==> src/rtl/sweep_pkg.sv <==
// Shared types and default widths for the sweep controller.
// SWEEP_DWELL_EN adds the endpoint dwell states to the state encoding.
package sweep_pkg;

    localparam int unsigned SWEEP_N = 4;
    localparam int unsigned SWEEP_C = 8;
    localparam int unsigned SWEEP_D = 4;

`ifdef SWEEP_DWELL_EN
    typedef enum logic [2:0] {
        S_IDLE     = 3'd0,
        S_UP       = 3'd1,
        S_DOWN     = 3'd2,
        S_DWELL_HI = 3'd3,
        S_DWELL_LO = 3'd4
    } sweep_state_t;
`else
    typedef enum logic [1:0] {
        S_IDLE = 2'd0,
        S_UP   = 2'd1,
        S_DOWN = 2'd2
    } sweep_state_t;
`endif

endpackage

==> src/rtl/sweep_dwell_tmr.sv <==
// Endpoint dwell timer: loads a hold length, counts down to zero, and flags
// the last cycle of the hold. Only instantiated when SWEEP_DWELL_EN is defined.
module sweep_dwell_tmr #(
    parameter int unsigned D = 4
) (
    input  logic         clk,
    input  logic         rst,
    input  logic         load,
    input  logic [D-1:0] load_val,
    output logic         expire
);

    logic [D-1:0] cnt;

    always_ff @(posedge clk) begin
        if (rst) begin
            cnt <= '0;
        end else if (load) begin
            cnt <= load_val;
        end else if (cnt != '0) begin
            cnt <= cnt - 1'b1;
        end
    end

    // A hold of length L spends L cycles in the dwell state: leave when cnt reaches 1.
    assign expire = (cnt == D'(1));

endmodule

==> src/rtl/sweep_ctrl.sv <==
// Triangle sweep controller: counts lo..hi..lo for num_sweeps runs (0 = forever).
// Define SWEEP_DWELL_EN to add the dwell port and endpoint hold states.
module sweep_ctrl
    import sweep_pkg::*;
#(
    parameter int unsigned N = SWEEP_N,
    parameter int unsigned C = SWEEP_C,
    parameter int unsigned D = SWEEP_D
) (
    input  logic         clk,
    input  logic         rst,
    input  logic         start,
    input  logic         abort,
    input  logic [N-1:0] lo,
    input  logic [N-1:0] hi,
    input  logic [C-1:0] num_sweeps,
`ifdef SWEEP_DWELL_EN
    input  logic [D-1:0] dwell,
`endif
    output logic [N-1:0] dout,
    output logic         up,
    output logic         busy,
    output logic         done,
    output logic         err
);

    sweep_state_t state;
    logic [N-1:0] dout_q;
    logic [N-1:0] lo_q;
    logic [N-1:0] hi_q;
    logic [C-1:0] num_q;
    logic [C-1:0] cnt_q;
    logic [C-1:0] cnt_inc;
    logic         last_sweep;

    assign cnt_inc    = cnt_q + 1'b1;
    assign last_sweep = (num_q != '0) && (cnt_inc == num_q);

`ifdef SWEEP_DWELL_EN
    logic [D-1:0] dwell_q;
    logic         tmr_load;
    logic         tmr_expire;

    // Loading on every turnaround is harmless: the count is only consulted in dwell states.
    always_comb begin
        tmr_load = 1'b0;
        if (state == S_UP && dout_q == hi_q) begin
            tmr_load = 1'b1;
        end else if (state == S_DOWN && dout_q == lo_q && !last_sweep) begin
            tmr_load = 1'b1;
        end
    end

    sweep_dwell_tmr #(.D(D)) u_dwell_tmr (
        .clk      (clk),
        .rst      (rst),
        .load     (tmr_load),
        .load_val (dwell_q),
        .expire   (tmr_expire)
    );
`else
    if (D == 0) begin : g_bad_d
        $error("sweep_ctrl: D must be nonzero");
    end
`endif

    always_ff @(posedge clk) begin
        if (rst) begin
            state  <= S_IDLE;
            dout_q <= '0;
            lo_q   <= '0;
            hi_q   <= '0;
            num_q  <= '0;
            cnt_q  <= '0;
            done   <= 1'b0;
            err    <= 1'b0;
`ifdef SWEEP_DWELL_EN
            dwell_q <= '0;
`endif
        end else begin
            done <= 1'b0;
            err  <= 1'b0;
            if (state == S_IDLE) begin
                if (start && !abort) begin
                    if (lo < hi) begin
                        lo_q   <= lo;
                        hi_q   <= hi;
                        num_q  <= num_sweeps;
                        dout_q <= lo;
                        cnt_q  <= '0;
                        state  <= S_UP;
`ifdef SWEEP_DWELL_EN
                        dwell_q <= dwell;
`endif
                    end else begin
                        err <= 1'b1;
                    end
                end
            end else if (abort) begin
                state <= S_IDLE;
            end else begin
                case (state)
                    S_UP: begin
                        if (dout_q != hi_q) begin
                            dout_q <= dout_q + 1'b1;
                        end else begin
`ifdef SWEEP_DWELL_EN
                            state <= (dwell_q != '0) ? S_DWELL_HI : S_DOWN;
`else
                            state <= S_DOWN;
`endif
                        end
                    end
                    S_DOWN: begin
                        if (dout_q != lo_q) begin
                            dout_q <= dout_q - 1'b1;
                        end else begin
                            cnt_q <= cnt_inc;
                            if (last_sweep) begin
                                state <= S_IDLE;
                                done  <= 1'b1;
                            end else begin
`ifdef SWEEP_DWELL_EN
                                state <= (dwell_q != '0) ? S_DWELL_LO : S_UP;
`else
                                state <= S_UP;
`endif
                            end
                        end
                    end
`ifdef SWEEP_DWELL_EN
                    S_DWELL_HI: if (tmr_expire) state <= S_DOWN;
                    S_DWELL_LO: if (tmr_expire) state <= S_UP;
`endif
                    default: state <= S_IDLE;
                endcase
            end
        end
    end

    assign dout = dout_q;
    assign up   = (state == S_UP);
    assign busy = (state != S_IDLE);

endmodule

==> config.mk <==
export PLATFORM = sky130hd
export DESIGN_NAME = sweep_ctrl
export DESIGN_NICKNAME = d
export VERILOG_FILES = /design/src/rtl/sweep_pkg.sv /design/src/rtl/sweep_dwell_tmr.sv /design/src/rtl/sweep_ctrl.sv
export SDC_FILE = /design/constraint.sdc
export NUM_CORES = 1
export LEC_CHECK = 0
export CAP_MARGIN = 25
export CORE_ASPECT_RATIO = 0.9
export CORE_MARGIN = 2
export CORE_UTILIZATION = 25
export DETAILED_ROUTE_END_ITERATION = 16
export PLACE_DENSITY = 0.51
export REMOVE_ABC_BUFFERS = 1
export SLEW_MARGIN = 40
export SYNTH_ARGS = -nofsm -noshare
export SYNTH_HDL_FRONTEND = slang
export SYNTH_SLANG_ARGS = --single-unit
export TNS_END_PERCENT = 30
==> constraint.sdc <==
create_clock -name clk -period 3.2 [get_ports clk]
set_input_delay 0.32 -clock clk [delete_from_list [all_inputs] [get_ports clk]]
set_output_delay 0.32 -clock clk [all_outputs]
set_load 0.005 [all_outputs]
== Word level (Yosys, flattened, before mapping) ==
Index checks and enable logic that the tools add are counted.

* Bits in registers: 32
* Input port bits: 20
* Output and inout bits: 8
* Logic and storage cells: 65

* Add/sub/neg operators: 3
* Order comparisons: 1
* Equal/unequal tests: 13
* Multiplexer cells: 23
* Bitwise gates (word level): 3
* Reduce and logical (&&, ||, !) cells: 14

{| class="wikitable"
|+ Operator list
! kind !! number
|-
| 8-bit 2-to-1 mux || 6
|-
| 4-bit 2-to-1 mux || 6
|-
| 2-bit 2-to-1 mux || 6
|-
| 8-bit by 1-bit adder with 8-bit output, second input constant || 1
|-
| 8-bit equality test || 1
|-
| 4-bit inequality test || 2
|-
| 4-bit inequality test, second input constant || 2
|-
| 4-bit case mux with 2 select lines || 1
|-
| 8-bit nonzero test || 1
|-
| 2-bit by 1-bit inequality test with 1-bit output, second input constant || 3
|-
| 6-bit AND reduction || 1
|-
| 5-bit AND reduction || 1
|-
| 5-bit OR reduction || 1
|-
| 4-bit by 1-bit adder with 4-bit output, second input constant || 1
|-
| 4-bit less-than comparator || 1
|-
| 2-bit case mux with 2 select lines || 1
|-
| 4-bit AND reduction || 1
|-
| 2-bit nonzero test || 2
|-
| 4-bit by 1-bit subtractor with 4-bit output, second input constant || 1
|-
| 1-bit 2-to-1 mux || 3
|-
| 3-bit by 1-bit inequality test with 1-bit output, second input constant || 1
|-
| 3-bit inequality test, second input constant || 1
|-
| 1-bit inverter || 3
|-
| 3-bit AND reduction || 1
|-
| other kinds (8) || 9
|}

== Longest topological paths before layout ==
* Word-level depth: 8
* Mapped depth: 9
* Mapped depth without buffers: 8

== Worst setup path after synthesis ==
No wires, ideal clock.

* Kind: input -> register
* Start: input hi[1]
* End: register num_q[3]
* Library setup time: 0.128 ns
* Arrival time: 1.871 ns
* Data required time: 3.072 ns
* Slack: 1.201 ns
* Cell stages on the path: 8
* Buffers on the path: 2
* Path through: inv_1 ha_1 a211o_1 a2111o_1 buf_2 buf_2 mux2i_1 nor2_1

* Word-level cells in the longest chain between the ends: 2

{| class="wikitable"
|+ Ends and longest elaborated chain
! what !! RTL line !! RTL
|-
| from (decl) || sweep_ctrl.sv:15 || <nowiki>input logic [N-1:0] hi,</nowiki>
|-
| 4-bit less-than comparator || sweep_ctrl.sv:85 || <nowiki>if (lo < hi) begin</nowiki>
|-
| 3-bit AND reduction (no source line) || - ||
|-
| to (signal assigned) || sweep_ctrl.sv:88 || <nowiki>num_q <= num_sweeps;</nowiki>
|-
| to (decl) || sweep_ctrl.sv:31 || <nowiki>logic [C-1:0] num_q;</nowiki>
|}

No other way between the ends.
A chain may end at the register's enable or synchronous reset.

== Worst setup path in the final report ==
* Start: input lo[1]
* End: register dout_q[1] (netlist: dout[1])

* Word-level cells in the longest chain between the ends: 3
* Elaborated cells on any way between the ends: 6
* Those cells by class: order compare: 1; eq/ne: 1; mux: 3; reduce/logical: 1

{| class="wikitable"
|+ Ends and longest elaborated chain
! what !! RTL line !! RTL
|-
| from (decl) || sweep_ctrl.sv:14 || <nowiki>input logic [N-1:0] lo,</nowiki>
|-
| 4-bit less-than comparator or 4-bit 2-to-1 mux (tied branches) || sweep_ctrl.sv:85 ||
|-
| 2-bit by 1-bit inequality test with 1-bit output (no source line) or 4-bit 2-to-1 mux (tied branches) || - ||
|-
| 6-bit AND reduction (no source line) or 4-bit 2-to-1 mux (tied branches) || - ||
|-
| to (signal assigned) || sweep_ctrl.sv:89 || <nowiki>dout_q <= lo;</nowiki>
|-
| to (signal assigned) || sweep_ctrl.sv:105 || <nowiki>dout_q <= dout_q + 1'b1;</nowiki>
|-
| to (signal assigned) || sweep_ctrl.sv:116 || <nowiki>dout_q <= dout_q - 1'b1;</nowiki>
|-
| to (decl) || sweep_ctrl.sv:28 || <nowiki>logic [N-1:0] dout_q;</nowiki>
|}

Parallel ways exist; a longest one is shown, timed or not. The select of a mux whose other input is x is not followed.

==> flow_summary.json <==
{
  "r2r_slack_ns": 1.11,
  "peakVddDrop_mv": 0.118,
  "synth_seq_cells": 32,
  "drtPass1Iterations": 4,
  "htreeDepth": 2,
  "internal_power_uw": 686,
  "drc_errors": 0,
  "hp-class": "reg2reg",
  "synth_async_sr_flop_share_pct": 0,
  "switching_power_uw": 259,
  "overflow": 0,
  "p_comb_share_pct": 19.8,
  "fin_crit_sh_pct": 70.4,
  "slew_headroom_pct": 71.9,
  "required_ns": 3.42,
  "cpPeakStageDelay_ns": 0.46,
  "wl_met2_um": 1870,
  "num_antenna_cells": 0,
  "ys_seq_area_share_pct": 35.0,
  "ys_types": 42,
  "hpwl_um": 3280,
  "path_max_fanout": 6,
  "p_clk_share_pct": 34.1,
  "post_drt_wl_per_cell_um": 12.9,
  "worstSetupStartpointType": "primary input",
  "worst_r2r_endpoint": "cnt_q[6]",
  "crit_type": "in2reg",
  "place_congestion": 0.816,
  "core_um2": 7080,
  "clkSlewWorstSetupHoldPaths_ns": 0.06,
  "setup_viol_count_final": 0,
  "final_hold_viol_count": 0,
  "dieArea_um2": 8020,
  "ys_warn_count": 0,
  "drt_iter0_drc": 59,
  "top_layer": "met4",
  "clock_latency_ns": 0.29,
  "reg2reg_from": "dout[0]",
  "fin_setup_tns_ns": 0,
  "worstHoldEndpoint": "lo_q[0]",
  "cts_sinks": 32,
  "place_area_um2": 2190,
  "crit_path_top_delay_cell": "clkdlybuf4s50_1",
  "hp-start": "lo_q[0]",
  "antenna_found_initial": 0,
  "postCtsResizedCells": 0,
  "grt_setup_unrepaired": "no",
  "die_w_um": 94.2,
  "initial_utilization_pct": 25.9,
  "switching_share_pct": 27.4,
  "syn_area_um2": 1830,
  "synth-edff-count": 0,
  "holdBufCountCts": 0,
  "row_count": 29,
  "grt_pass1_wl_um": 7620,
  "post_synth.cell_area_avg_um2": 8.35,
  "viasPerCell": 4.66,
  "port_buffers": 27,
  "ys.flop_type": "dfxtp_1",
  "final_area_um2": 2280,
  "tightest_slew_ns": 0.419,
  "cts_tree": "yes",
  "cp-end-kind": "register",
  "m1WireLength_um": 2230,
  "fin_crit_ns": 2.25,
  "cts_buffers": 5,
  "layout_common_cells": "nor2_1, dfxtp_1, clkdlybuf4s50_1, a21oi_1, mux2i_1",
  "wl_met3_um": 185,
  "grt_pass1_vias": 1568,
  "worstPathArrival_ns": 2.47,
  "grt_usage_pct": 12.3,
  "whs_path_depth": 2,
  "grt_max_degree": 31,
  "drive_above_1_share_pct": 5.28,
  "cellPowerDensity_nw_per_um2": 415,
  "finalWirelength_um": 4360,
  "status": "completed",
  "max_freq_ghz": 0.444,
  "cap_violations": 0,
  "cts_setup_buffers": 0,
  "p_leak_uw": 0.00100,
  "power.total_uw": 945,
  "syn2layout_area_growth_pct": 24.6,
  "maxSlewViolCount": 0,
  "postRouteAntennaNets": 0,
  "cp_common_cell": "a211o_1",
  "nNetsFinal": 272,
  "io_pins": 28,
  "worstRegToRegCells": 6,
  "finClkSkew_ns": 0.00895,
  "syn_inst": 219,
  "cts-root-buf": "clkbuf_8",
  "path_cells": "clkdlybuf4s50_1 -> ha_1 -> a211o_1 -> a2111o_1 -> and3_1 -> a211o_1 -> a21oi_1",
  "clock_path_buffers": 2,
  "vias": 1579,
  "die-height_um": 85.2,
  "p_seq_share_pct": 46.1
}
[registers in the layout, summed over array words and instances (netlist names)]
signal  flops
cnt_q       8
num_q       8
dout        4
hi_q        4
lo_q        4
state       2
done        1
err         1
[Yosys cell counts (3+ instances only)]
| cell type | count | area [µm²] |
|---|---|---|
| and2_1 | 3 | 18.8 |
| nand2_1 | 9 | 33.8 |
| or3_1 | 6 | 37.5 |
| inv_1 | 12 | 45.0 |
| a211o_1 | 4 | 35.0 |
| nand3_1 | 5 | 25.0 |
| clkbuf_1 | 8 | 30.0 |
| xnor2_1 | 3 | 26.3 |
| o21ai_1 | 4 | 20.0 |
| a21oi_1 | 25 | 125 |
| a31oi_1 | 4 | 25.0 |
| buf_2 | 3 | 15.0 |
| ha_1 | 6 | 75.1 |
| mux2i_1 | 13 | 130 |
| nor4_1 | 3 | 18.8 |
| and3_1 | 4 | 25.0 |
| nand2b_1 | 6 | 37.5 |
| nor2_1 | 32 | 120 |
| xor2_1 | 12 | 105 |
| nand4_1 | 3 | 18.8 |
| dfxtp_1 | 32 | 641 |
[power by group through the flow]
| stage | logic, µW | registers, µW | clock network [µW] |
|---|---|---|---|
| global placement | 190 | 445 | 0 |
| floorplan | 107 | 441 | 0 |
| CTS | 189 | 436 | 333 |
| detailed placement | 188 | 445 | 0 |
| finish | 187 | 436 | 322 |
| global route | 208 | 440 | 349 |
[layer usage]
metal,track usage [%],vias to the layer above
li1,-,820
met1,17.0,724
met2,18.2,28
met3,3.20,7
met4,4.74,0
met5,0,-
[worst max path at each step]
stage          start      end  slack, ns  cells after the start
3_3_place_gp   hi[1]  dout[1]       0.69                      8
5_1_grt        hi[1]  dout[1]       0.85                      8
4_1_cts        lo[1]  dout[1]       0.95                      7
6_report       lo[1]  dout[1]       0.95                      7
3_5_place_dp   lo[1]  dout[1]       0.64                      7
2_1_floorplan  hi[1]  dout[1]       0.86                      7
[cells by family after synthesis]
| family | count (synthesis) | share of synthesized area (%) |
|---|---|---|
| adder cells (fa/ha/maj) | 8 | 5.75 |
| AND/OR/NAND/NOR | 76 | 20.8 |
| buffers and inverters | 24 | 5.54 |
| XOR/XNOR | 16 | 8.41 |
| flip-flops | 32 | 35.0 |
| multiplexers | 13 | 7.11 |
| AO/OA/AOI/OAI | 50 | 17.4 |
[metrics by stage]
step | setup WS [ns] | util, % | cells | hold WS (ns)
6_report | 0.947 | 32.2 | 339 | 0.473
5_1_grt | 0.853 | 32.2 | 339 | 0.511
4_1_cts | 0.949 | 32.2 | 339 | 0.474
3_5_place_dp | 0.643 | 30.9 | 331 | 0.464
3_3_place_gp | 0.690 | 30.9 | 331 | 0.461
2_1_floorplan | 0.857 | - | 207 | 0.389
[cell type report]
cell class / instances / area, µm²
clock buffers: 8 / 90.1
fillers: 754 / 4800
repair buffers: 31 / 300
inverters: 12 / 45.0
flip-flops and latches: 32 / 641
multi-input cells: 163 / 1090
well taps: 93 / 116
[worst max-delay path: cells and delay by family]
family	cells	cell delay, ns
buf+inv	1	0.46
simple gates	1	0.23
fa+ha+maj	1	0.31
compound gates	4	1.15
No activity file was read; power rests on OpenSTA's default activity.
